<file path="config.mk">
export PLATFORM = sky130hd
export DESIGN_NAME = fm_wb_packer_flat
export DESIGN_NICKNAME = d
export VERILOG_FILES = /design/src/rtl/fm_wb_packer_if.sv /design/src/rtl/fm_wb_packer.sv /design/src/flat_wrapper.sv
export SDC_FILE = /design/constraint.sdc
export NUM_CORES = 1
export LEC_CHECK = 0
export ABC_CLOCK_PERIOD_IN_PS = 3600
export BUFFER_PORTS_ARGS = -buffer_cell sky130_fd_sc_hd__buf_2
export CAP_MARGIN = 30
export CORE_MARGIN = 2
export CORE_UTILIZATION = 35
export DETAILED_ROUTE_END_ITERATION = 10
export RECOVER_POWER = 25
export SLEW_MARGIN = 20
export SYNTH_ARGS = -nofsm -noshare
export SYNTH_HDL_FRONTEND = slang
export SYNTH_SLANG_ARGS = --single-unit
</file>
<file path="constraint.sdc">
create_clock -name clk -period 3.6 [get_ports clk]
set_input_delay 0.18 -clock clk [delete_from_list [all_inputs] [get_ports clk]]
set_output_delay 0.18 -clock clk [all_outputs]
set_load 0.005 [all_outputs]
</file>
<file path="src/rtl/fm_wb_packer_if.sv">
// fm_wb_packer_if -- bundle of all non-clock signals of the write-back packer.
//
// Groups:
//   control   : ctrl_valid/ctrl_ready start handshake, ctrl_finish pulse,
//               fm_base_i / guard_base_i start addresses
//   fm stream : wb_data_i / wb_valid_i / fm_buf_ready_o, wb_finish_i
//   guard str.: guard_i / guard_valid_i / guard_buf_ready_o
//   fm SRAM   : fm_wr_en_o / fm_wr_addr_o / fm_wr_data_o / fm_wr_gnt_i
//   guard SRAM: g_wr_en_o / g_wr_addr_o / g_wr_data_o / g_wr_gnt_i
//   debug     : dbg_state (packer FSM state)
//   optional  : stat_fm_words_o / stat_stall_o when FM_WB_PACKER_STAT_EN is defined
//
// Modports: slave = the packer, master = the surrounding environment.
//
// Handshake rule for every stream and SRAM port: a transfer happens on a
// rising clock edge where valid (or wr_en) and ready (or gnt) are both high;
// the sender keeps data/address stable while waiting.
interface fm_wb_packer_if #(
    parameter int FM_PACK    = 8,
    parameter int GUARD_PACK = 4,
    parameter int ADDR_W     = 12
);
    logic                    ctrl_valid;
    logic                    ctrl_ready;
    logic                    ctrl_finish;
    logic [ADDR_W-1:0]       fm_base_i;
    logic [ADDR_W-1:0]       guard_base_i;
    logic [7:0]              wb_data_i;
    logic                    wb_valid_i;
    logic                    fm_buf_ready_o;
    logic [5:0]              guard_i;
    logic                    guard_valid_i;
    logic                    guard_buf_ready_o;
    logic                    wb_finish_i;
    logic                    fm_wr_en_o;
    logic [ADDR_W-1:0]       fm_wr_addr_o;
    logic [8*FM_PACK-1:0]    fm_wr_data_o;
    logic                    fm_wr_gnt_i;
    logic                    g_wr_en_o;
    logic [ADDR_W-1:0]       g_wr_addr_o;
    logic [6*GUARD_PACK-1:0] g_wr_data_o;
    logic                    g_wr_gnt_i;
    logic [1:0]              dbg_state;
`ifdef FM_WB_PACKER_STAT_EN
    logic [15:0]             stat_fm_words_o;
    logic [15:0]             stat_stall_o;
`endif

    modport slave (
        input  ctrl_valid, fm_base_i, guard_base_i,
        input  wb_data_i, wb_valid_i, guard_i, guard_valid_i, wb_finish_i,
        input  fm_wr_gnt_i, g_wr_gnt_i,
        output ctrl_ready, ctrl_finish,
        output fm_buf_ready_o, guard_buf_ready_o,
        output fm_wr_en_o, fm_wr_addr_o, fm_wr_data_o,
        output g_wr_en_o, g_wr_addr_o, g_wr_data_o,
`ifdef FM_WB_PACKER_STAT_EN
        output stat_fm_words_o, stat_stall_o,
`endif
        output dbg_state
    );

    modport master (
        output ctrl_valid, fm_base_i, guard_base_i,
        output wb_data_i, wb_valid_i, guard_i, guard_valid_i, wb_finish_i,
        output fm_wr_gnt_i, g_wr_gnt_i,
        input  ctrl_ready, ctrl_finish,
        input  fm_buf_ready_o, guard_buf_ready_o,
        input  fm_wr_en_o, fm_wr_addr_o, fm_wr_data_o,
        input  g_wr_en_o, g_wr_addr_o, g_wr_data_o,
`ifdef FM_WB_PACKER_STAT_EN
        input  stat_fm_words_o, stat_stall_o,
`endif
        input  dbg_state
    );
endinterface

</file>
<file path="src/rtl/fm_wb_packer.sv">
// fm_wb_packer -- per-PE-row write-back packer.
//
// Packs the 8-bit feature-map byte stream into FM_PACK-byte SRAM words and
// the 6-bit guard stream into GUARD_PACK-entry words, writes them to
// consecutive addresses starting at the bases sampled on the start
// handshake, zero-pads and writes any partial word once the upstream
// finish pulse has been seen, then pulses ctrl_finish for one cycle.
//
// Ports:
//   clk    system clock
//   rst_n  asynchronous active-low reset
//   bus    fm_wb_packer_if.slave (control, both input streams, both SRAM
//          write ports, FSM debug state)
//
// Optional feature: define FM_WB_PACKER_STAT_EN to add stat_fm_words_o
// (granted fm writes in the current job) and stat_stall_o (saturating count
// of cycles with fm_wr_en_o && !fm_wr_gnt_i).
module fm_wb_packer #(
    parameter int FM_PACK    = 8,
    parameter int GUARD_PACK = 4,
    parameter int ADDR_W     = 12
) (
    input  logic           clk,
    input  logic           rst_n,
    fm_wb_packer_if.slave  bus
);
    localparam int FI_W = $clog2(FM_PACK);
    localparam int GI_W = $clog2(GUARD_PACK);

    localparam logic [1:0] S_IDLE  = 2'd0;
    localparam logic [1:0] S_RUN   = 2'd1;
    localparam logic [1:0] S_FLUSH = 2'd2;
    localparam logic [1:0] S_DONE  = 2'd3;

    logic [1:0] state;

    // ---------------- fm stream ----------------
    logic [FI_W-1:0]      fm_idx;
    logic [8*FM_PACK-1:0] fm_pack;
    logic [8*FM_PACK-1:0] fm_word;
    logic [8*FM_PACK-1:0] fm_wdata;
    logic [ADDR_W-1:0]    fm_waddr;
    logic [ADDR_W-1:0]    fm_addr;
    logic                 fm_pend;
    logic                 fm_last;
    logic                 fm_ready;
    logic                 fm_acc;
    logic                 fm_load;

    assign fm_last  = (fm_idx == FI_W'(FM_PACK - 1));
    // A completing byte needs the output register free; other lanes never block.
    assign fm_ready = (state == S_RUN) && !(fm_last && fm_pend);
    assign fm_acc   = bus.wb_valid_i && fm_ready;
    // Full word on last-lane accept, or zero-padded partial word during flush.
    assign fm_load  = (fm_acc && fm_last) ||
                      ((state == S_FLUSH) && (fm_idx != '0) && !fm_pend);

    // Upper lanes of fm_pack are always zero, so a flushed word is already padded.
    always_comb begin
        fm_word = fm_pack;
        if (fm_acc) begin
            fm_word[int'(fm_idx)*8 +: 8] = bus.wb_data_i;
        end
    end

    always_ff @(posedge clk or negedge rst_n) begin
        if (!rst_n) begin
            fm_idx   <= '0;
            fm_pack  <= '0;
            fm_wdata <= '0;
            fm_waddr <= '0;
            fm_addr  <= '0;
            fm_pend  <= 1'b0;
        end else begin
            if ((state == S_IDLE) && bus.ctrl_valid) begin
                fm_addr <= bus.fm_base_i;
            end
            if (fm_acc && !fm_last) begin
                fm_pack <= fm_word;
                fm_idx  <= fm_idx + FI_W'(1);
            end
            if (fm_load) begin
                fm_wdata <= fm_word;
                fm_waddr <= fm_addr;
                fm_addr  <= fm_addr + ADDR_W'(1);
                fm_pack  <= '0;
                fm_idx   <= '0;
            end
            if (fm_load) begin
                fm_pend <= 1'b1;
            end else if (fm_pend && bus.fm_wr_gnt_i) begin
                fm_pend <= 1'b0;
            end
        end
    end

    // ---------------- guard stream ----------------
    logic [GI_W-1:0]         g_idx;
    logic [6*GUARD_PACK-1:0] g_pack;
    logic [6*GUARD_PACK-1:0] g_word;
    logic [6*GUARD_PACK-1:0] g_wdata;
    logic [ADDR_W-1:0]       g_waddr;
    logic [ADDR_W-1:0]       g_addr;
    logic                    g_pend;
    logic                    g_last;
    logic                    g_ready;
    logic                    g_acc;
    logic                    g_load;

    assign g_last  = (g_idx == GI_W'(GUARD_PACK - 1));
    assign g_ready = (state == S_RUN) && !(g_last && g_pend);
    assign g_acc   = bus.guard_valid_i && g_ready;
    assign g_load  = (g_acc && g_last) ||
                     ((state == S_FLUSH) && (g_idx != '0) && !g_pend);

    always_comb begin
        g_word = g_pack;
        if (g_acc) begin
            g_word[int'(g_idx)*6 +: 6] = bus.guard_i;
        end
    end

    always_ff @(posedge clk or negedge rst_n) begin
        if (!rst_n) begin
            g_idx   <= '0;
            g_pack  <= '0;
            g_wdata <= '0;
            g_waddr <= '0;
            g_addr  <= '0;
            g_pend  <= 1'b0;
        end else begin
            if ((state == S_IDLE) && bus.ctrl_valid) begin
                g_addr <= bus.guard_base_i;
            end
            if (g_acc && !g_last) begin
                g_pack <= g_word;
                g_idx  <= g_idx + GI_W'(1);
            end
            if (g_load) begin
                g_wdata <= g_word;
                g_waddr <= g_addr;
                g_addr  <= g_addr + ADDR_W'(1);
                g_pack  <= '0;
                g_idx   <= '0;
            end
            if (g_load) begin
                g_pend <= 1'b1;
            end else if (g_pend && bus.g_wr_gnt_i) begin
                g_pend <= 1'b0;
            end
        end
    end

    // ---------------- control FSM ----------------
    always_ff @(posedge clk or negedge rst_n) begin
        if (!rst_n) begin
            state <= S_IDLE;
        end else begin
            case (state)
                S_IDLE:  if (bus.ctrl_valid) state <= S_RUN;
                S_RUN:   if (bus.wb_finish_i) state <= S_FLUSH;
                S_FLUSH: if ((fm_idx == '0) && !fm_pend && (g_idx == '0) && !g_pend)
                             state <= S_DONE;
                default: state <= S_IDLE;
            endcase
        end
    end

`ifdef FM_WB_PACKER_STAT_EN
    logic [15:0] stat_words;
    logic [15:0] stat_stall;

    always_ff @(posedge clk or negedge rst_n) begin
        if (!rst_n) begin
            stat_words <= '0;
            stat_stall <= '0;
        end else if ((state == S_IDLE) && bus.ctrl_valid) begin
            stat_words <= '0;
            stat_stall <= '0;
        end else begin
            if (fm_pend && bus.fm_wr_gnt_i) begin
                stat_words <= stat_words + 16'd1;
            end
            if (fm_pend && !bus.fm_wr_gnt_i && (stat_stall != 16'hFFFF)) begin
                stat_stall <= stat_stall + 16'd1;
            end
        end
    end

    assign bus.stat_fm_words_o = stat_words;
    assign bus.stat_stall_o    = stat_stall;
`endif

    assign bus.ctrl_ready        = (state == S_IDLE);
    assign bus.ctrl_finish       = (state == S_DONE);
    assign bus.fm_buf_ready_o    = fm_ready;
    assign bus.guard_buf_ready_o = g_ready;
    assign bus.fm_wr_en_o        = fm_pend;
    assign bus.fm_wr_addr_o      = fm_waddr;
    assign bus.fm_wr_data_o      = fm_wdata;
    assign bus.g_wr_en_o         = g_pend;
    assign bus.g_wr_addr_o       = g_waddr;
    assign bus.g_wr_data_o       = g_wdata;
    assign bus.dbg_state         = state;
endmodule

</file>
<file path="src/flat_wrapper.sv">
// flat-port wrapper written by rule: the top's interface ports become plain ports
module fm_wb_packer_flat 
#(
    parameter int FM_PACK    = 8,
    parameter int GUARD_PACK = 4,
    parameter int ADDR_W     = 12
)
  (clk, rst_n, bus_ctrl_valid, bus_fm_base_i, bus_guard_base_i, bus_wb_data_i, bus_wb_valid_i, bus_guard_i, bus_guard_valid_i, bus_wb_finish_i, bus_fm_wr_gnt_i, bus_g_wr_gnt_i, bus_ctrl_ready, bus_ctrl_finish, bus_fm_buf_ready_o, bus_guard_buf_ready_o, bus_fm_wr_en_o, bus_fm_wr_addr_o, bus_fm_wr_data_o, bus_g_wr_en_o, bus_g_wr_addr_o, bus_g_wr_data_o, bus_dbg_state);
  fm_wb_packer_if #(.FM_PACK(FM_PACK), .GUARD_PACK(GUARD_PACK), .ADDR_W(ADDR_W)) bus_i ();
  input  logic clk;
  input  logic rst_n;
  input wire logic [$bits(bus_i.ctrl_valid)-1:0] bus_ctrl_valid;
  input wire logic [$bits(bus_i.fm_base_i)-1:0] bus_fm_base_i;
  input wire logic [$bits(bus_i.guard_base_i)-1:0] bus_guard_base_i;
  input wire logic [$bits(bus_i.wb_data_i)-1:0] bus_wb_data_i;
  input wire logic [$bits(bus_i.wb_valid_i)-1:0] bus_wb_valid_i;
  input wire logic [$bits(bus_i.guard_i)-1:0] bus_guard_i;
  input wire logic [$bits(bus_i.guard_valid_i)-1:0] bus_guard_valid_i;
  input wire logic [$bits(bus_i.wb_finish_i)-1:0] bus_wb_finish_i;
  input wire logic [$bits(bus_i.fm_wr_gnt_i)-1:0] bus_fm_wr_gnt_i;
  input wire logic [$bits(bus_i.g_wr_gnt_i)-1:0] bus_g_wr_gnt_i;
  output wire logic [$bits(bus_i.ctrl_ready)-1:0] bus_ctrl_ready;
  output wire logic [$bits(bus_i.ctrl_finish)-1:0] bus_ctrl_finish;
  output wire logic [$bits(bus_i.fm_buf_ready_o)-1:0] bus_fm_buf_ready_o;
  output wire logic [$bits(bus_i.guard_buf_ready_o)-1:0] bus_guard_buf_ready_o;
  output wire logic [$bits(bus_i.fm_wr_en_o)-1:0] bus_fm_wr_en_o;
  output wire logic [$bits(bus_i.fm_wr_addr_o)-1:0] bus_fm_wr_addr_o;
  output wire logic [$bits(bus_i.fm_wr_data_o)-1:0] bus_fm_wr_data_o;
  output wire logic [$bits(bus_i.g_wr_en_o)-1:0] bus_g_wr_en_o;
  output wire logic [$bits(bus_i.g_wr_addr_o)-1:0] bus_g_wr_addr_o;
  output wire logic [$bits(bus_i.g_wr_data_o)-1:0] bus_g_wr_data_o;
  output wire logic [$bits(bus_i.dbg_state)-1:0] bus_dbg_state;
  assign bus_i.ctrl_valid = bus_ctrl_valid;
  assign bus_i.fm_base_i = bus_fm_base_i;
  assign bus_i.guard_base_i = bus_guard_base_i;
  assign bus_i.wb_data_i = bus_wb_data_i;
  assign bus_i.wb_valid_i = bus_wb_valid_i;
  assign bus_i.guard_i = bus_guard_i;
  assign bus_i.guard_valid_i = bus_guard_valid_i;
  assign bus_i.wb_finish_i = bus_wb_finish_i;
  assign bus_i.fm_wr_gnt_i = bus_fm_wr_gnt_i;
  assign bus_i.g_wr_gnt_i = bus_g_wr_gnt_i;
  assign bus_ctrl_ready = bus_i.ctrl_ready;
  assign bus_ctrl_finish = bus_i.ctrl_finish;
  assign bus_fm_buf_ready_o = bus_i.fm_buf_ready_o;
  assign bus_guard_buf_ready_o = bus_i.guard_buf_ready_o;
  assign bus_fm_wr_en_o = bus_i.fm_wr_en_o;
  assign bus_fm_wr_addr_o = bus_i.fm_wr_addr_o;
  assign bus_fm_wr_data_o = bus_i.fm_wr_data_o;
  assign bus_g_wr_en_o = bus_i.g_wr_en_o;
  assign bus_g_wr_addr_o = bus_i.g_wr_addr_o;
  assign bus_g_wr_data_o = bus_i.g_wr_data_o;
  assign bus_dbg_state = bus_i.dbg_state;
  fm_wb_packer #(.FM_PACK(FM_PACK), .GUARD_PACK(GUARD_PACK), .ADDR_W(ADDR_W)) u_core (.clk(clk), .rst_n(rst_n), .bus(bus_i));
endmodule
</file>
## Word-level counts from Yosys, hierarchy flattened

Cells that the tools add are included.

- Register bits: 233
- Input bits: 46
- Output and inout bits: 120
- Logic and storage cells: 96

- Add/subtract/negate cells: 6
- Multiply operators: 1
- Equal/unequal tests: 8
- Shift-type cells: 4
- Mux-type cells: 24
- Reduce and logical (&&, ||, !) cells: 40

Operator list:

| operator | count |
|---|---|
| two-way mux 64 bit | 3 |
| two-way mux 24 bit | 3 |
| bitwise mux 64 bit | 1 |
| variable shift 8 x 33 -> 64 bit (first input constant) | 1 |
| variable part select 8 x 33 -> 64 bit | 1 |
| two-way mux 12 bit | 4 |
| negator 32 -> 33 bit | 1 |
| negator 6 -> 33 bit | 1 |
| variable shift 6 x 33 -> 24 bit (first input constant) | 1 |
| variable part select 6 x 33 -> 24 bit | 1 |
| adder 12 x 1 -> 12 bit (second input constant) | 2 |
| bitwise mux 24 bit | 1 |
| logical AND 1 bit | 20 |
| nonzero test 2 bit | 7 |
| two-way mux 2 bit | 5 |
| equality test 2 bit (second input constant) | 3 |
| logical NOT 1 bit | 6 |
| two-way mux 3 bit | 2 |
| != test 2 bit (second input constant) | 3 |
| one-hot mux 2 bit (3 select lines) | 1 |
| logical NOT 2 bit | 2 |
| multiplier 2 x 2 -> 4 bit (second input constant) | 1 |
| two-way mux 1 bit | 4 |
| adder 3 x 1 -> 3 bit (second input constant) | 1 |
| 7 further kinds | 8 |

## Longest topological paths before layout

Gate-level depths: netlist (run 1).

- Depth after elaboration: 8
- Depth in mapped cells: 11
- Depth with buffers taken out: 7

## Worst setup path before layout (run 1)

No wires, ideal clock.

- Kind: register to register
- From: register u_core.fm_idx[0]
- To: register u_core.fm_pack[40]
- Library setup time: 0.121 ns
- Data arrival time: 2.407 ns
- Required time: 3.479 ns
- Slack: 1.072 ns
- Stages on the path, launching flop included: 10
- Path buffers: 2
- Period minus slack after synthesis: 2.528 ns
- Cells stage by stage: dfrtp_1 -> clkbuf_1 -> inv_1 -> ha_1 -> ha_1 -> nand2b_1 -> or4_1 -> buf_2 -> a21o_1 -> a22o_1

- Longest elaborated chain between the ends: 8
- Elaborated cells on any way between the ends: 20
- Classes of those cells: 1 x add/sub; 1 x eq/ne; 2 x shift; 4 x mux; 12 x reduce/logical

RTL lines:

| what | RTL line | RTL |
|---|---|---|
| start: declaration | fm_wb_packer.sv:38 | `logic [FI_W-1:0] fm_idx;` |
| start signal: assignment | fm_wb_packer.sv:80 | `fm_idx <= fm_idx + FI_W'(1);` |
| parallel branches: the longest is 8 deep, another holds negator 6 -> 33 bit | - |  |
| end signal: assignment | fm_wb_packer.sv:79 | `fm_pack <= fm_word;` |
| end: declaration | fm_wb_packer.sv:39 | `logic [8*FM_PACK-1:0] fm_pack;` |

Several ways; the timed one is not identified. The select of a mux whose other input is x is not followed.
A chain may end at the register's enable or synchronous reset.

## Worst setup path in the final report (run 1)

- From: register u_core.fm_idx[0]
- To: register u_core.fm_pack[42]

Same word-level chain as after synthesis.

==> impl.org, run 1 <==
** Timing
- The clock period could shrink to 3091 ps.
- For the pin with the worst max-slew slack, the measured transition is 1964 ps.
- Setup slack closes at 508.9 ps.
- Period utilization :: 85.86%
- The total count of max-transition violations in the final report came to 74.
- Timing would allow up to 323.5 MHz.
- Setup violations remaining at the end of the flow were counted as 0.
- The count of endpoints failing hold in the final timing report was 0.
- Rel. slew slack :: -30.90%
- Unrepaired setup endpoints after global routing :: false
- For the final routed database, the setup TNS stands at 0 ps.
- Worst clock skew on the final layout :: 20.63 ps

** Yosys
- In the synthesized netlist the async set-or-reset flop fraction comes to 100.0%.
- Most common cell in the synthesized netlist :: dfrtp_1
- After synthesis the cells add up to 0.01062 mm2.
- Synthesis produced a netlist whose cell count is 1066.
- After synthesis, the mean cell area works out to 9.958 um2.
- Summing the sequential cell areas from Yosys gives 54.93% of the chip area.
- Count of different cell masters after synthesis :: 60
- In this run, synthesis inferred 0 flip-flops with an integrated enable.
- Counting every net in the synthesized netlist gives 1128.
- The commonest cells after synthesis are dfrtp_1 (233), nand2_1 (209), o21ai_0 (89), mux2i_1 (57), nand3_1 (56).
- Of the post-synthesis cell area, the dominant cell type holds 54.93%.
- Cell type with the highest aggregate area in the netlist :: dfrtp_1
- For this run, the leading register cell type out of synthesis is dfrtp_1.
- During synthesis, Yosys emitted a total of 0 warnings.
- Sorting the synthesized cells by area gives the leading types as dfrtp_1 (55%), nand2_1 (7.4%), mux2i_1 (5.4%).
- Flops & latches, synth :: 233

** Global route
- The number of global-route vias before repair is 8558.
- GRT Resource Usage Total :: 18.61%
- Largest net degree at the start of global routing :: 106
- Wire length of the first global-routing pass :: 47310 um
- The initial antenna violation count was 2.
- For this run the aggregate overflow at the end of global routing stands at 0.

** Setup path
- Critical Path RT :: 4020 ps
- The critical path is of the flop to flop type.
- The worst setup path is launched from a flop.
- Category of the worst setup path capture point :: flop
- Crit Path Max Fanout :: 12
- Critical path arrival :: 3510 ps

** Clock network
- Clock insertion delay at the later pin of the skew report :: 540 ps
- For this design, the sink count on the clock tree is 233.
- TritonCTS built the clock tree.
- Level count of the clock H-tree :: 1
- Clock-pin slew of the registers on the worst-case setup and hold paths :: 60 ps
- Counting along the longest clock path gives a buffer depth of 3.
- Post-cts gate resize count :: 0
- Number of buffers added by the clock tree synthesis step :: 27
- Cell chosen for the clock root :: clkbuf_16

** Floorplan
- Area of the die :: 0.03174 mm2
- Standard cell core area :: 0.02972 mm2
- For this configuration, the core starts out at a cell density of 35.72%.
- The initialized floorplan defines 63 standard-cell rows.
- Chip height :: 178.2 um
- X dimension of the die :: 178.2 um
- Num ports :: 166

** Final layout
- Post-Route Utilization :: 43.96%
- The post-route netlist has 16.26% of its cells at a drive strength greater than 1.
- Filler Cell Count :: 2878
- Total Nets Final :: 1303
- After routing the design area is 0.01307 mm2.
- Summing all flip-flop and latch instances after layout gives 0.005831 mm2.
- Multi-input gate area in the final layout :: 0.004364 mm2
- Syn-to-layout area delta :: 23.08%

** Detailed routing
- Using the TritonRoute via totals, the vias-per-cell ratio works out to 5.243.
- Dividing the detail-routed wire length by the instance count gives 17.78 um.
- Final routed wirelength across all metal layers :: 29380 um
- In this run the remaining antenna-violating nets after routing total 0.
- First-pass iteration count of the detailed router :: 5
- Summing over every cut layer, the via total after detailed routing is 8661.
- Drt initial violations :: 592
- Remaining DRCs :: 0

** Power
- IR analysis of the VDD net gives a maximum drop of 420.0 uV.
- Summed over all cells, the static leakage comes to 0.006282 uW.
- The internal power of the cells totals 5996 uW.
- Pwr Density :: 728.7 mW/mm2
- The analysis attributes to net switching a power of 3524 uW.
- In this run switching power makes up 37.01% of total power.
- In this run, flip-flops and latches consume 38.1% of the power.
- After layout, the design draws a total of 9520 uW.
- Combinational cell fraction of total power :: 31.7%
- Clock network power share :: 30.2%

** Run
- Max-cap violations :: 1

** Placement
- Buffers placed on the I/O ports in this run total 165.
- The HPWL after detailed placement is 20200 um.
- Minimum setup slack after placement :: 544.8 ps
- Gpl congestion :: 0.7974
- In this run the cell area measured after placement is 0.01181 mm2.

** Min path
- Worst min path class :: input pin to flop

** Run status
- Run status :: finished, violations left
- Violated checks :: max-capacitance violations, max-slew violations
through the flow:
| step | std cells | hold WS [ps] |
|---|---|---|
| final | 1652 | 25.31 |
| after global routing | 1652 | 27.92 |
| after CTS | 1651 | 6.037 |
| after detailed placement | 1564 | 200.3 |
| after global placement | 1563 | 196.8 |
| after floorplan | 1066 | -115.6 |
critical path: stages, from the launching register on:
cell,delay [ps]
dfrtp_1,540
inv_1,130
ha_1,240
ha_1,320
nand2b_1,340
or4_1,850
a21o_1,360
a22o_1,210
placed cells by master, fill, tap and decap left out, drive strengths merged, types with 37 or more instances in the layout:
| cell | count |
|---|---|
| o21ai | 96 |
| nand3 | 56 |
| inv | 37 |
| mux2i | 57 |
| buf | 138 |
| clkbuf | 74 |
| nor2 | 50 |
| nand2 | 209 |
| dfrtp | 233 |
| dlygate4sd3 | 38 |
repair_timing:
item | in CTS | in global routing
hold buffers | 38 | 0
setup buffers | 0 | 0
endpoints found under the hold margin | 115 | 0
metal layers:
layer	share of wire (%)	GRT usage, %	up-vias
li1	-	-	4132
met1	46	26.05	4250
met2	47	30.15	232
met3	4.5	2.792	47
met4	2.5	5.020	0
met5	0	0	-
cells by family (layout without fill, tap and decap cells):
| family | Yosys count | in the layout | share of synthesized area, % |
|---|---|---|---|
| AO/OA/AOI/OAI | 238 | 238 | 15.35 |
| adder cells (fa/ha/maj) | 16 | 16 | 1.886 |
| XOR/XNOR | 1 | 1 | 0.08252 |
| AND/OR/NAND/NOR | 411 | 411 | 18.12 |
| multiplexers | 58 | 58 | 5.481 |
| other | 0 | 1 | 0 |
| flip-flops | 233 | 233 | 54.93 |
| buffers and inverters | 109 | 304 | 4.161 |
power groups by stage:
stage	Sequential [uW]	Clock, uW	Combinational, uW
final	3620	2870	3020
after global routing	3710	3050	3420
after CTS	3620	2940	3090
after detailed placement	3660	0	3040
after global placement	3660	0	2980
after floorplan	3540	0	1990
cell type report:
| class | instances | area share [%] |
|---|---|---|
| Sequential cell | 233 | 44.63 |
| Multi-Input combinational cell | 724 | 33.40 |
| Timing Repair Buffer | 218 | 9.969 |
| Clock buffer | 32 | 5.622 |
| Tap cell | 390 | 3.735 |
| Clock inverter | 17 | 1.561 |
| Inverter | 37 | 1.063 |
| Antenna cell | 1 | 0.01915 |
registers in the layout, summed over array words and instances (netlist names):
| signal | count |
|---|---|
| u_core.fm_pack | 64 |
| u_core.bus.fm_wr_data_o | 64 |
| u_core.bus.dbg_state | 2 |
| u_core.g_idx | 2 |
| u_core.fm_addr | 12 |
| u_core.g_pack | 24 |
| u_core.bus.g_wr_addr_o | 12 |
| u_core.g_addr | 12 |
| u_core.bus.fm_wr_en_o | 1 |
| u_core.bus.g_wr_data_o | 24 |
| u_core.bus.g_wr_en_o | 1 |
| u_core.fm_idx | 3 |
| u_core.bus.fm_wr_addr_o | 12 |
path summary, 6_finish.rpt:
kind	from	endpoint	slack [ps]	depth (start not counted)
max	u_core.fm_idx[0]	u_core.fm_pack[42]	510	7
min	bus_wb_data_i[0]	u_core.fm_pack[0]	30	3
max reg2reg	u_core.fm_idx[0]	u_core.fm_pack[42]	510	7
min reg2reg	u_core.bus.g_wr_addr_o[6]	u_core.bus.g_wr_addr_o[6]	470	2
max in group asynchronous	rst_n	u_core.bus.fm_wr_data_o[36]	1470	3
min in group asynchronous	rst_n	u_core.bus.fm_wr_data_o[0]	730	2
Power figures use the tool's default switching activity.
==> run 2, diff against run 1 <==
--- a/config.mk
+++ b/config.mk
@@ -5,12 +5,16 @@
 export SDC_FILE = /design/constraint.sdc
 export NUM_CORES = 1
 export LEC_CHECK = 0
+export ABC_AREA = 1
 export ABC_CLOCK_PERIOD_IN_PS = 3600
 export BUFFER_PORTS_ARGS = -buffer_cell sky130_fd_sc_hd__buf_2
 export CAP_MARGIN = 30
+export CELL_PAD_IN_SITES_DETAIL_PLACEMENT = 0
+export CELL_PAD_IN_SITES_GLOBAL_PLACEMENT = 2
 export CORE_MARGIN = 2
-export CORE_UTILIZATION = 35
+export CORE_UTILIZATION = 33
 export DETAILED_ROUTE_END_ITERATION = 10
+export PLACE_DENSITY_LB_ADDON = 0.1
 export RECOVER_POWER = 25
 export SLEW_MARGIN = 20
 export SYNTH_ARGS = -nofsm -noshare
==> run 2 against run 1 <==
The run still ends with max-capacitance violations, max-slew violations left. Global-route usage down 0.62 points. Total power up 16%. Core utilization down 2.8 points. Worst setup slack better by 90 ps. Register-to-register slack better by 90 ps. Sequential power up 13%. Sequential share of layout area down 0.74 points. Sequential cell count unchanged. Clock power up 1%. Final cell count up 20%. Highest routed layer is now met5.
==> impl.org, run 2 <==
** Yosys
- Cells taking the most area after synthesis :: dfrtp_1 (54%), nand2_1 (17%), nand3_1 (5.3%)
- Number of enable flip-flop cells after synthesis :: 0
- For this run, the number of Yosys warnings is 0.
- Synthesis produced 1339 cells.
- Avg Cell Area, Syn :: 8.016 um2
- Synthesis inferred 233 register bits.
- Summed instance area of the synthesized netlist :: 0.01073 mm2
- In this run, distinct cell masters in the synthesized netlist total 35.
- Most common cell in the synthesized netlist :: nand2_1
- Most instantiated flip-flop cell in the synthesis netlist :: dfrtp_1
- Synth async-reset ratio :: 100.0%
- dfrtp_1 takes more of the synthesized area than any other cell.
- In the synthesized netlist, the cells that appear most often are nand2_1 (483), dfrtp_1 (233), nor2_1 (139), nand3_1 (113), inv_1 (107).
- Part of the Yosys area used for sequential elements :: 54.33%
- Net count of the mapped netlist :: 1401
- The synthesized design devotes to its leading area cell type 54.33% of total area.

** Clock network
- The clock net in this run drives a total of 233 sinks.
- Clock-pin slew of the registers on the worst-case setup and hold paths :: 60 ps
- The longest clock path from root to sink contains 3 buffers.
- In this run the clock root is driven by a clkbuf_16.
- Number of buffers added by the clock tree synthesis step :: 28
- Level count of the clock H-tree :: 1
- CTS tree :: done
- Once the clock tree was built, the setup fixing pass inserted 0 buffers.
- Clock latency on the worst-skew pair, taken at its later pin, is 540 ps.

** Power
- Clock network power share :: 26.3%
- VDD IR-drop max :: 373.6 uV
- Leak Pwr :: 0.007060 uW
- Sequential cells burn 36.8% of the power.
- Pwr Density :: 833.8 mW/mm2
- Net switching is 39.60% of the power.
- Cell internal power was estimated by the tool at 6689 uW.
- Combinational logic is responsible for 36.9% of the overall power.
- The analysis attributes to net switching a power of 4387 uW.

** Setup path
- Measured in cells, the most critical reg-to-reg path has a length of 9.
- For the worst setup path, the data required time is 4070 ps.
- Critical-path cell with the highest stage delay :: dlygate4sd3_1
- In this design, the stage delay of the slowest critical-path cell is 560 ps.
- Cells traversed along the worst timing path :: inv_1 -> ha_1 -> inv_1 -> nand3_1 -> nand2_2 -> inv_2 -> nor2_1 -> a31oi_1 -> dlygate4sd3_1
- STA classifies the critical path startpoint as a flop.
- Worst path bufs/invs :: 4
- Category of the worst setup path capture point :: flop
- The startpoint identified for the worst register-to-register timing path is u_core.g_idx[0].
- Endpoint of the most critical register-to-register path :: u_core.g_addr[0]
- Most frequent cell on the critical path :: inv_1
- The setup check on the worst reg-to-reg path leaves a slack of 600 ps.
- STA puts the critical path data arrival time at 3470 ps.
- Grouping stages by cell kind, the critical path spends the most delay in buffers and inverters.
- Startpoint-to-endpoint class of the critical path :: flop to flop
- Along the worst path, the maximum fanout reaches 18.

** Timing
- In the final timing run, aggregate negative setup slack is 0 ps.
- Final-report setup violation count :: 0
- Worst clock skew on the final layout :: 13.93 ps
- For this run, the top clock speed supported by timing is 333.2 MHz.
- Final count of pins violating max slew :: 93
- The count of endpoints failing hold in the final timing report is 0.
- Rel. slew slack :: -68.00%
- Slew at the pin closest to its max-slew limit :: 2520 ps
- Final critical delay including setup and external delays :: 3001 ps
- Unrepaired setup endpoints after global routing :: false
- Period utilization :: 83.37%

** Detailed routing
- The first routing iteration left 448 violations.
- In this run the remaining antenna-violating nets after routing total 0.
- Final routed wirelength across all metal layers :: 30140 um
- Average detailed-routed wire length per instance :: 15.15 um
- Count of vias placed by the detailed router :: 8991
- Using the TritonRoute via totals, the vias-per-cell ratio works out to 4.518.
- The first TritonRoute pass finished after 4 iterations.
- For this run, design rule violations remaining after detail routing come to 0.

** Final layout
- Multi-input gate area in the final layout :: 0.004217 mm2
- Cells fill 41.14% of the core in the end.
- Filler Cell Count :: 3399
- The library cell used most frequently in the layout, excluding fill and tap cells, is nand2_1.
- Commonest non-fill, non-tap cells in the layout :: nand2_1 (482), dfrtp_1 (233), buf_2 (164), nor2_1 (139), nand3_1 (113)
- The area growth from synthesis to layout is 23.77%.
- Fraction of layout instances using a drive strength above 1 :: 16.29%
- For this run, the post-layout net count is 1587.
- Final standard cell count with taps included and fillers excluded :: 1990
- Sequential cell area :: 0.005831 mm2

** Floorplan
- X dimension of the die :: 184.3 um
- Row Count :: 66
- Standard cell core area :: 0.03229 mm2
- Measured along the y axis, the die boundary spans 184.3 um.
- The die covers 0.03398 mm2.
- Num ports :: 166
- Once the floorplan was initialized, standard cells occupied 33.24% of the core.

** Min path
- The worst hold path terminates at u_core.fm_pack[1].
- The worst hold path belongs to the class input pin to flop.
- Hold path cells :: 3
- The startpoint identified for the worst hold timing path is bus_wb_data_i[1].

** Placement
- Cell count after placement :: 1909
- Detailed placer's ending HPWL :: 20910 um
- Buffers placed on the I/O ports in this run total 165.
- Routability-driven placement finished with a final weighted congestion of 0.8395.

** Global route
- The first global-routing pass estimated 48620 um of wire.
- Entering global routing, the biggest net connects 95 pins.
- Number of global-route vias before repair :: 8796
- Global routing used 17.99% of the available tracks across all layers.
- For this run the aggregate overflow at the end of global routing stands at 0.
- Antenna violations before repair :: 2

** Run status
- The flow ran to the end, but the final reports show violations.
- Violated checks :: max-capacitance violations, max-slew violations

** Run
- Max-cap violations :: 1
[run 2: cell count changes in the layout (fill, tap and decap cells not counted), moves of 9 or more]
cell           delta
o211ai_1         -14
a22o_1           -35
mux2i_1          -57
inv_1            +70
clkbuf_1         -40
o221ai_1         -24
and3_1           -10
nand2_1         +273
nand3_1          +57
and2_1           -20
nor2_1           +93
dlygate4sd3_1    -10
buf_2            +43
a21oi_1           +9
[run 2: routing by layer]
| metal | share of wire, % | global-route usage, % | up-vias | wire, um |
|---|---|---|---|---|
| met5 | 0.043 | 0 | - | 13 |
| li1 | - | - | 4598 | - |
| met2 | 46 | 29.04 | 170 | 13800 |
| met1 | 47 | 24.78 | 4183 | 14230 |
| met3 | 5.0 | 3.497 | 38 | 1498 |
| met4 | 2.0 | 4.608 | 2 | 606 |
[run 2: worst register-to-register path, delay by kind of cell (launching register included)]
family                     cells  cell delay, ps
buffers and inverters          4            1290
AOI/OAI and AO/OA              1             130
DFF                            1             520
adders and majority gates      1             470
and+or+nand+nor                3             530
[run 2: area by class of cell]
class,instances,area share (%)
Multi-Input combinational cell,939,31.74
Inverter,113,3.231
Clock buffer,43,6.763
Sequential cell,233,43.89
Timing Repair Buffer,210,9.664
Tap cell,442,4.163
Antenna cell,1,0.01884
Clock inverter,9,0.5275
[run 2: worst max path at each step]
stage / start / endpoint / slack [ps] / depth (start not counted)
after detailed placement: u_core.fm_idx[0] / u_core.bus.fm_wr_data_o[39] / 760 / 9
after floorplan: u_core.g_idx[0] / u_core.bus.g_wr_data_o[14] / 1470 / 13
after CTS: u_core.g_idx[0] / u_core.g_addr[0] / 560 / 9
after global routing: u_core.g_idx[0] / u_core.g_addr[0] / 290 / 9
after global placement: u_core.fm_idx[0] / u_core.bus.fm_wr_data_o[47] / 840 / 9
final: u_core.g_idx[0] / u_core.g_addr[0] / 600 / 9
[run 2: logic make-up (layout without fill, tap and decap cells)]
| family | count (synthesis) | in the layout | share of synthesized area (%) |
|---|---|---|---|
| compound gates | 146 | 146 | 7.239 |
| xor+xnor | 11 | 11 | 0.8976 |
| fa+ha+maj | 16 | 16 | 1.865 |
| buf+inv | 167 | 375 | 6.458 |
| flops | 233 | 233 | 54.32 |
| other cells | 0 | 1 | 0 |
| simple gates | 766 | 766 | 29.21 |
[run 2: timing repair]
| item | CTS | global route |
|---|---|---|
| gates resized for setup | 0 | 0 |
| setup endpoints to repair | 0 | 0 |
| hold buffers | 28 | 0 |
| endpoints found under the hold margin | 117 | 0 |
[run 2: through the flow]
stage	cell area, um2	power (uW)	hold WS (ps)	worst slack [ps]
global route	13280	12050	16.67	285.2
CTS	13290	11290	0.8307	565.0
detailed placement	12040	8261	277.4	763.7
finish	13280	11080	30.31	598.7
floorplan	10730	6705	-115.6	1469
global placement	12040	8242	272.7	839.9
[run 2: power by group through the flow]
stage | combinational (uW) | sequential (uW) | clock (uW)
3_5_place_dp | 4140 | 4120 | 0
4_1_cts | 4190 | 4090 | 3010
2_1_floorplan | 2700 | 4010 | 0
6_report | 4090 | 4080 | 2910
3_3_place_gp | 4120 | 4130 | 0
5_1_grt | 4730 | 4200 | 3120
